[config.mk]
export PLATFORM = sky130hd
export DESIGN_NAME = alu_mul_sequencer_flat
export DESIGN_NICKNAME = d
export VERILOG_FILES = /design/src/rtl/alu_mul_sequencer_if.sv /design/src/rtl/alu_mul_sequencer.sv /design/src/flat_wrapper.sv
export SDC_FILE = /design/constraint.sdc
export NUM_CORES = 1
export LEC_CHECK = 0
export CAP_MARGIN = 15
export CORE_ASPECT_RATIO = 0.5
export CORE_MARGIN = 8
export CORE_UTILIZATION = 63
export CTS_CLUSTER_SIZE = 28
export DETAILED_ROUTE_END_ITERATION = 7
export DONT_BUFFER_PORTS = 1
export GPL_TIMING_DRIVEN = 0
export PLACE_DENSITY = 0.81
export SYNTH_ARGS = -nofsm -noshare
export SYNTH_HDL_FRONTEND = slang
export SYNTH_SLANG_ARGS = --single-unit
[constraint.sdc]
create_clock -name clk -period 1.9 [get_ports clk]
set_input_delay 0.38 -clock clk [delete_from_list [all_inputs] [get_ports clk]]
set_output_delay 0.38 -clock clk [all_outputs]
set_load 0.01 [all_outputs]
[src/rtl/alu_mul_sequencer_if.sv]
// alu_mul_sequencer_if: start/busy/done handshake plus ALU operand bus
// between the EX-stage control side and the shift-add multiplier.
interface alu_mul_sequencer_if #(
  parameter int WIDTH = 32
);
  logic             start;
  logic [WIDTH-1:0] op_a;
  logic [WIDTH-1:0] op_b;
  logic             busy;
  logic             done;
  logic [WIDTH-1:0] product;
  logic [WIDTH-1:0] alu_a;
  logic [WIDTH-1:0] alu_b;
  logic [2:0]       alu_op;
  logic [WIDTH-1:0] alu_z;

  modport master (
    output start, op_a, op_b, alu_z,
    input  busy, done, product,
    input  alu_a, alu_b, alu_op
  );

  modport slave (
    input  start, op_a, op_b, alu_z,
    output busy, done, product,
    output alu_a, alu_b, alu_op
  );
endinterface

[src/rtl/alu_mul_sequencer.sv]
// alu_mul_sequencer: one-bit-per-cycle shift-add multiplier on the shared ALU.
// Optional ALU_MUL_SEQUENCER_EARLY_EXIT_EN stops once the multiplier empties.
module alu_mul_sequencer #(
  parameter int WIDTH = 32,
  parameter int CNT_W = 6
) (
  input logic                clk,
  input logic                rst,
  alu_mul_sequencer_if.slave bus
);

  localparam logic [2:0] OP_ADD = 3'b010;
  localparam logic [2:0] OP_AND = 3'b000;
  localparam logic [CNT_W-1:0] CNT_LAST = CNT_W'(WIDTH - 1);

  typedef enum logic [1:0] {
    IDLE,
    RUN,
    DONE
  } state_t;

  state_t           state;
  state_t           state_nx;
  logic [WIDTH-1:0] acc;
  logic [WIDTH-1:0] acc_nx;
  logic [WIDTH-1:0] mcand;
  logic [WIDTH-1:0] mplier;
  logic [WIDTH-1:0] prod;
  logic [CNT_W-1:0] cnt;
  logic             last_iter;

  // ALU result is only folded in when the current multiplier bit is set
  assign acc_nx = mplier[0] ? bus.alu_z : acc;

`ifdef ALU_MUL_SEQUENCER_EARLY_EXIT_EN
  assign last_iter = (cnt == CNT_LAST) || ((mplier >> 1) == '0);
`else
  assign last_iter = (cnt == CNT_LAST);
`endif

  always_ff @(posedge clk) begin
    if (rst) begin
      state <= IDLE;
    end else begin
      state <= state_nx;
    end
  end

  always_comb begin
    state_nx    = state;
    bus.busy    = 1'b0;
    bus.done    = 1'b0;
    bus.alu_a   = '0;
    bus.alu_b   = '0;
    bus.alu_op  = OP_AND;
    bus.product = prod;
    unique case (state)
      IDLE: begin
        if (bus.start) begin
          state_nx = RUN;
        end
      end
      RUN: begin
        bus.busy   = 1'b1;
        bus.alu_a  = acc;
        bus.alu_b  = mcand;
        bus.alu_op = OP_ADD;
        if (last_iter) begin
          state_nx = DONE;
        end
      end
      DONE: begin
        bus.done = 1'b1;
        state_nx = IDLE;
      end
      default: begin
        state_nx = IDLE;
      end
    endcase
  end

  always_ff @(posedge clk) begin
    if (rst) begin
      acc    <= '0;
      mcand  <= '0;
      mplier <= '0;
      cnt    <= '0;
      prod   <= '0;
    end else begin
      unique case (state)
        IDLE: begin
          if (bus.start) begin
            mcand  <= bus.op_a;
            mplier <= bus.op_b;
            acc    <= '0;
            cnt    <= '0;
          end
        end
        RUN: begin
          acc    <= acc_nx;
          mcand  <= mcand << 1;
          mplier <= mplier >> 1;
          cnt    <= cnt + 1'b1;
          // product becomes visible together with the done pulse
          if (last_iter) begin
            prod <= acc_nx;
          end
        end
        default: begin
        end
      endcase
    end
  end

endmodule

[src/flat_wrapper.sv]
// flat-port wrapper written by rule: the top's interface ports become plain ports
module alu_mul_sequencer_flat 
#(
  parameter int WIDTH = 32,
  parameter int CNT_W = 6
)
  (clk, rst, bus_start, bus_op_a, bus_op_b, bus_alu_z, bus_busy, bus_done, bus_product, bus_alu_a, bus_alu_b, bus_alu_op);
  alu_mul_sequencer_if #(.WIDTH(WIDTH)) bus_i ();
  input logic clk;
  input logic rst;
  input wire logic [$bits(bus_i.start)-1:0] bus_start;
  input wire logic [$bits(bus_i.op_a)-1:0] bus_op_a;
  input wire logic [$bits(bus_i.op_b)-1:0] bus_op_b;
  input wire logic [$bits(bus_i.alu_z)-1:0] bus_alu_z;
  output wire logic [$bits(bus_i.busy)-1:0] bus_busy;
  output wire logic [$bits(bus_i.done)-1:0] bus_done;
  output wire logic [$bits(bus_i.product)-1:0] bus_product;
  output wire logic [$bits(bus_i.alu_a)-1:0] bus_alu_a;
  output wire logic [$bits(bus_i.alu_b)-1:0] bus_alu_b;
  output wire logic [$bits(bus_i.alu_op)-1:0] bus_alu_op;
  assign bus_i.start = bus_start;
  assign bus_i.op_a = bus_op_a;
  assign bus_i.op_b = bus_op_b;
  assign bus_i.alu_z = bus_alu_z;
  assign bus_busy = bus_i.busy;
  assign bus_done = bus_i.done;
  assign bus_product = bus_i.product;
  assign bus_alu_a = bus_i.alu_a;
  assign bus_alu_b = bus_i.alu_b;
  assign bus_alu_op = bus_i.alu_op;
  alu_mul_sequencer #(.WIDTH(WIDTH), .CNT_W(CNT_W)) u_core (.clk(clk), .rst(rst), .bus(bus_i));
endmodule
==> impl_metrics.sql <==
INSERT INTO impl_metrics (metric_group, metric, value, unit) VALUES
('route', 'wl_per_cell', '20.2', 'um'),
('power_and_ir_drop', 'cellLeakagePower', '0.00291', 'uW'),
('grt', 'grt_pass1_vias', '5243', ''),
('worst_setup_path', 'setup.worst_path.end_class', 'output port', ''),
('route', 'avgViaCountPerCell', '6.05', ''),
('clocking', 'clk_path_buf_depth', '2', ''),
('finish', 'fillerInstances', '728', ''),
('worst_setup_path', 'critical_path_class', 'reg -> out', ''),
('place', 'hpwl', '12500', 'um'),
('yosys', 'ys_seq_elements', '136', ''),
('grt', 'grt_antenna_before_repair', '6', ''),
('route', 'detail-route-antenna-nets', '0', ''),
('finish', 'final_layout_size_suffix_gt1_share', '25.3', '%'),
('grt', 'grt_max_degree', '20', ''),
('power_and_ir_drop', 'power_density', '1020', 'mW/mm2'),
('clocking', 'numCtsBuffers', '17', ''),
('yosys', 'netlist.area_leader.share', '43.3', '%'),
('route', 'route.detailed.drc', '0', ''),
('sta', 'layout_min_cycle_time', '1830', 'ps'),
('grt', 'grt.total_usage', '25.2', '%'),
('floorplan', 'ports', '200', ''),
('yosys', 'ys_types', '40', ''),
('floorplan', 'initial_utilization', '65.8', '%'),
('floorplan', 'dieArea', '0.0136', 'mm2'),
('sta', 'setup_violations', '0', ''),
('sta', 'achievable-frequency', '547', 'MHz'),
('yosys', 'synth_instances', '695', ''),
('floorplan', 'core_region_area', '0.00957', 'mm2'),
('floorplan', 'chip_width', '157', 'um'),
('sta', 'slew_headroom', '50.9', '%'),
('worst_setup_path', 'ff2ff_setup_slack', '130', 'ps'),
('run', 'max_cap_viol_count', '0', ''),
('sta', 'rsz0062_at_grt', 'false', ''),
('route', 'overall_routed_net_length', '17600', 'um'),
('power_and_ir_drop', 'worst_ir_drop_vdd', '0.790', 'mV'),
('place', 'gp_routability_congestion', '0.819', ''),
('power_and_ir_drop', 'total_power', '7440', 'uW'),
('sta', 'worst-slew-pin-transition', '736', 'ps'),
('clocking', 'cts_htree_levels', '4', ''),
('worst_setup_path', 'setup.worst_path.start', 'u_core.state[0]$_SDFFE_PP0P_', ''),
('yosys', 'top_cells_by_area_synth', 'dfxtp_1, a211oi_2, mux2i_1', ''),
('floorplan', 'num_rows', '25', ''),
('clocking', 'clkLatencyLatePin', '410', 'ps'),
('clocking', 'clk_pin_slew_worst_paths', '60', 'ps'),
('yosys', 'synth-warning-count', '0', ''),
('sta', 'finalHoldViolCount', '0', ''),
('place', 'port_buffers', '0', ''),
('outcome', 'status', 'complete, no violations', ''),
('worst_setup_path', 'rr_startpoint', 'u_core.state[1]$_SDFFE_PP0P_', ''),
('yosys', 'post-synth-top-area-cell', 'dfxtp_1', ''),
('yosys', 'syn_area_per_cell', '9.06', 'um2'),
('clocking', 'cts_sinks', '136', ''),
('sta', 'period_share', '96.2', '%'),
('grt', 'globalRouteOverflowTotal', '0', ''),
('worst_hold_path', 'hold_path.class', 'in -> reg', ''),
('sta', 'clock_skew_after_layout', '5.13', 'ps'),
('route', 'vias', '5263', ''),
('worst_setup_path', 'worstPathArrival', '1450', 'ps'),
('worst_setup_path', 'reg2reg_depth', '5', ''),
('grt', 'grt_pass1_wl', '27400', 'um'),
('finish', 'area_growth', '15.9', '%'),
('worst_setup_path', 'timing.critical_path.from_type', 'flop', ''),
('sta', 'final_count_of_pins_violating_max_slew', '0', ''),
('route', 'drt_iter0_markers', '309', ''),
('yosys', 'synth-edff-count', '0', ''),
('sta', 'totalNegativeSetupSlack', '0', 'ps'),
('finish', 'final_nets', '819', ''),
('yosys', 'synth_area', '0.00629', 'mm2'),
('route', 'drt_first_pass_iters', '5', ''),
('clocking', 'tritoncts', 'built', ''),
('yosys', 'fraction_of_registers_with_async_set_or_reset_after_synthesis', '0', '%'),
('yosys', 'yosys.cell_count.top_type', 'dfxtp_1', ''),
('worst_setup_path', 'worst_ep_required_time', '1520', 'ps'),
('yosys', 'synth_sequential_area_ratio', '43.3', '%'),
('clocking', 'clockRootBuffer', 'clkbuf_16', ''),
('worst_setup_path', 'reg2reg_to', 'u_core.mplier[27]$_SDFFE_PP0P_', ''),
('yosys', 'post_synth_top_flop', 'dfxtp_1', ''),
('yosys', 'synth.cells.most_frequent', 'dfxtp_1, nand2_1, nor2_1', ''),
('clocking', 'post_cts_hold_buffer_count', '0', ''),
('floorplan', 'chipHeight', '86.7', 'um'),
('worst_setup_path', 'worst_setup_path_endpoint', 'bus_done', ''),
('worst_setup_path', 'worst-path-max-fanout', '10', '');
how the worst min path moves through the flow:
| stage | from | end | slack [ps] | cells after the start |
|---|---|---|---|---|
| 6_report | bus_op_b[31] | u_core.mplier[31]$_SDFFE_PP0P_ | 100 | 1 |
| 5_1_grt | bus_op_b[31] | u_core.mplier[31]$_SDFFE_PP0P_ | 80 | 1 |
| 4_1_cts | bus_op_b[31] | u_core.mplier[31]$_SDFFE_PP0P_ | 90 | 1 |
| 3_5_place_dp | u_core.mplier[31]$_SDFFE_PP0P_ | u_core.mplier[31]$_SDFFE_PP0P_ | 460 | 1 |
| 3_3_place_gp | u_core.mplier[31]$_SDFFE_PP0P_ | u_core.mplier[31]$_SDFFE_PP0P_ | 450 | 1 |
| 2_1_floorplan | u_core.mplier[31]$_SDFFE_PP0P_ | u_core.mplier[31]$_SDFFE_PP0P_ | 430 | 1 |
placed cells by master, fill, tap and decap left out, types with 4 or more instances in the layout:
cell type  netlist  routed
inv_2            1       8
or3b_2          25      25
clkbuf_16        0      19
nand2_1         61      58
buf_1            5       4
and2_1          39      16
inv_1           31      23
buf_4            7      11
a21oi_1         58      58
nor3_1          26      26
o2bb2ai_1       32      32
clkbuf_1        19      15
diode_2          0       4
nand2b_1        26      25
nor3b_1          5       5
a311oi_1        30      30
buf_2           31      26
clkbuf_4         0       4
a221o_1          7       7
mux2i_1         32      32
buf_6            6       7
nor2_1          61      61
and2_4           1      24
dfxtp_1        136     134
a211oi_2        30      30
final cells by class:
cell class                      instances  area, um2  share of cell area (%)
Sequential cell                       136       2730                    37.4
Buffer                                 68        439                    6.02
Clock buffer                           17        425                    5.83
Antenna cell                            4       10.0                   0.137
Timing Repair Buffer                    6       68.8                   0.944
Clock inverter                         14        175                    2.40
Tap cell                              135        169                    2.32
Inverter                               32        128                    1.75
Multi-Input combinational cell        458       3150                    43.2
registers in the layout, summed over array words and instances, names as in the netlist:
name and count:
u_core.cnt 6, u_core.mcand 32, u_core.bus.product 32, u_core.acc 32
u_core.mplier 32, u_core.state 2
repair_timing:
action	CTS	global route
resized for setup	40	23
gates cloned	1	1
buffers inserted	4	0
endpoints found under the setup margin	67	64
kinds of logic (layout without fill, tap and decap cells):
kind of cell | Yosys count | after routing | share of synthesized area [%]
DFF | 136 | 136 | 43.3
other | 1 | 6 | 0.0596
muxes | 34 | 34 | 5.45
AOI/OAI and AO/OA | 167 | 167 | 21.7
adders and majority gates | 1 | 1 | 0.199
buffers and inverters | 102 | 137 | 7.87
and+or+nand+nor | 254 | 254 | 21.5
where the power goes:
part / internal [uW] / switching (uW) / leakage (uW) / total, uW
clock: 2070 / 1300 / 0.000286 / 3360
combinational: 389 / 577 / 0.00152 / 965
sequential: 3020 / 89.3 / 0.00111 / 3110
worst max-delay path: stages, from the launching register on:
cell and delay [ps]:
dfxtp_2 350, buf_6 150, clkbuf_1 370, nor2b_1 160
layer usage:
layer  GRT usage (%)  part of all wire, %  up-vias
met5               0                0.091        -
met4            9.01                  1.2        4
met3            9.98                   10       26
met2            40.0                   47      233
met1            30.5                   42     2503
li1                -                    -     2497
metrics by stage:
step                cells  area [um2]  util (%)  hold WS, ps  worst slack [ps]
floorplan             696        6300         -          434               312
global route          870        7290      76.2         82.8              14.2
finish                870        7290      76.2          102              71.5
CTS                   866        7240      75.6         89.9             0.325
global placement      831        6470      67.6          447              -123
detailed placement    831        6470      67.6          456              -152
Note: power is estimated with default switching activity, not from simulation.
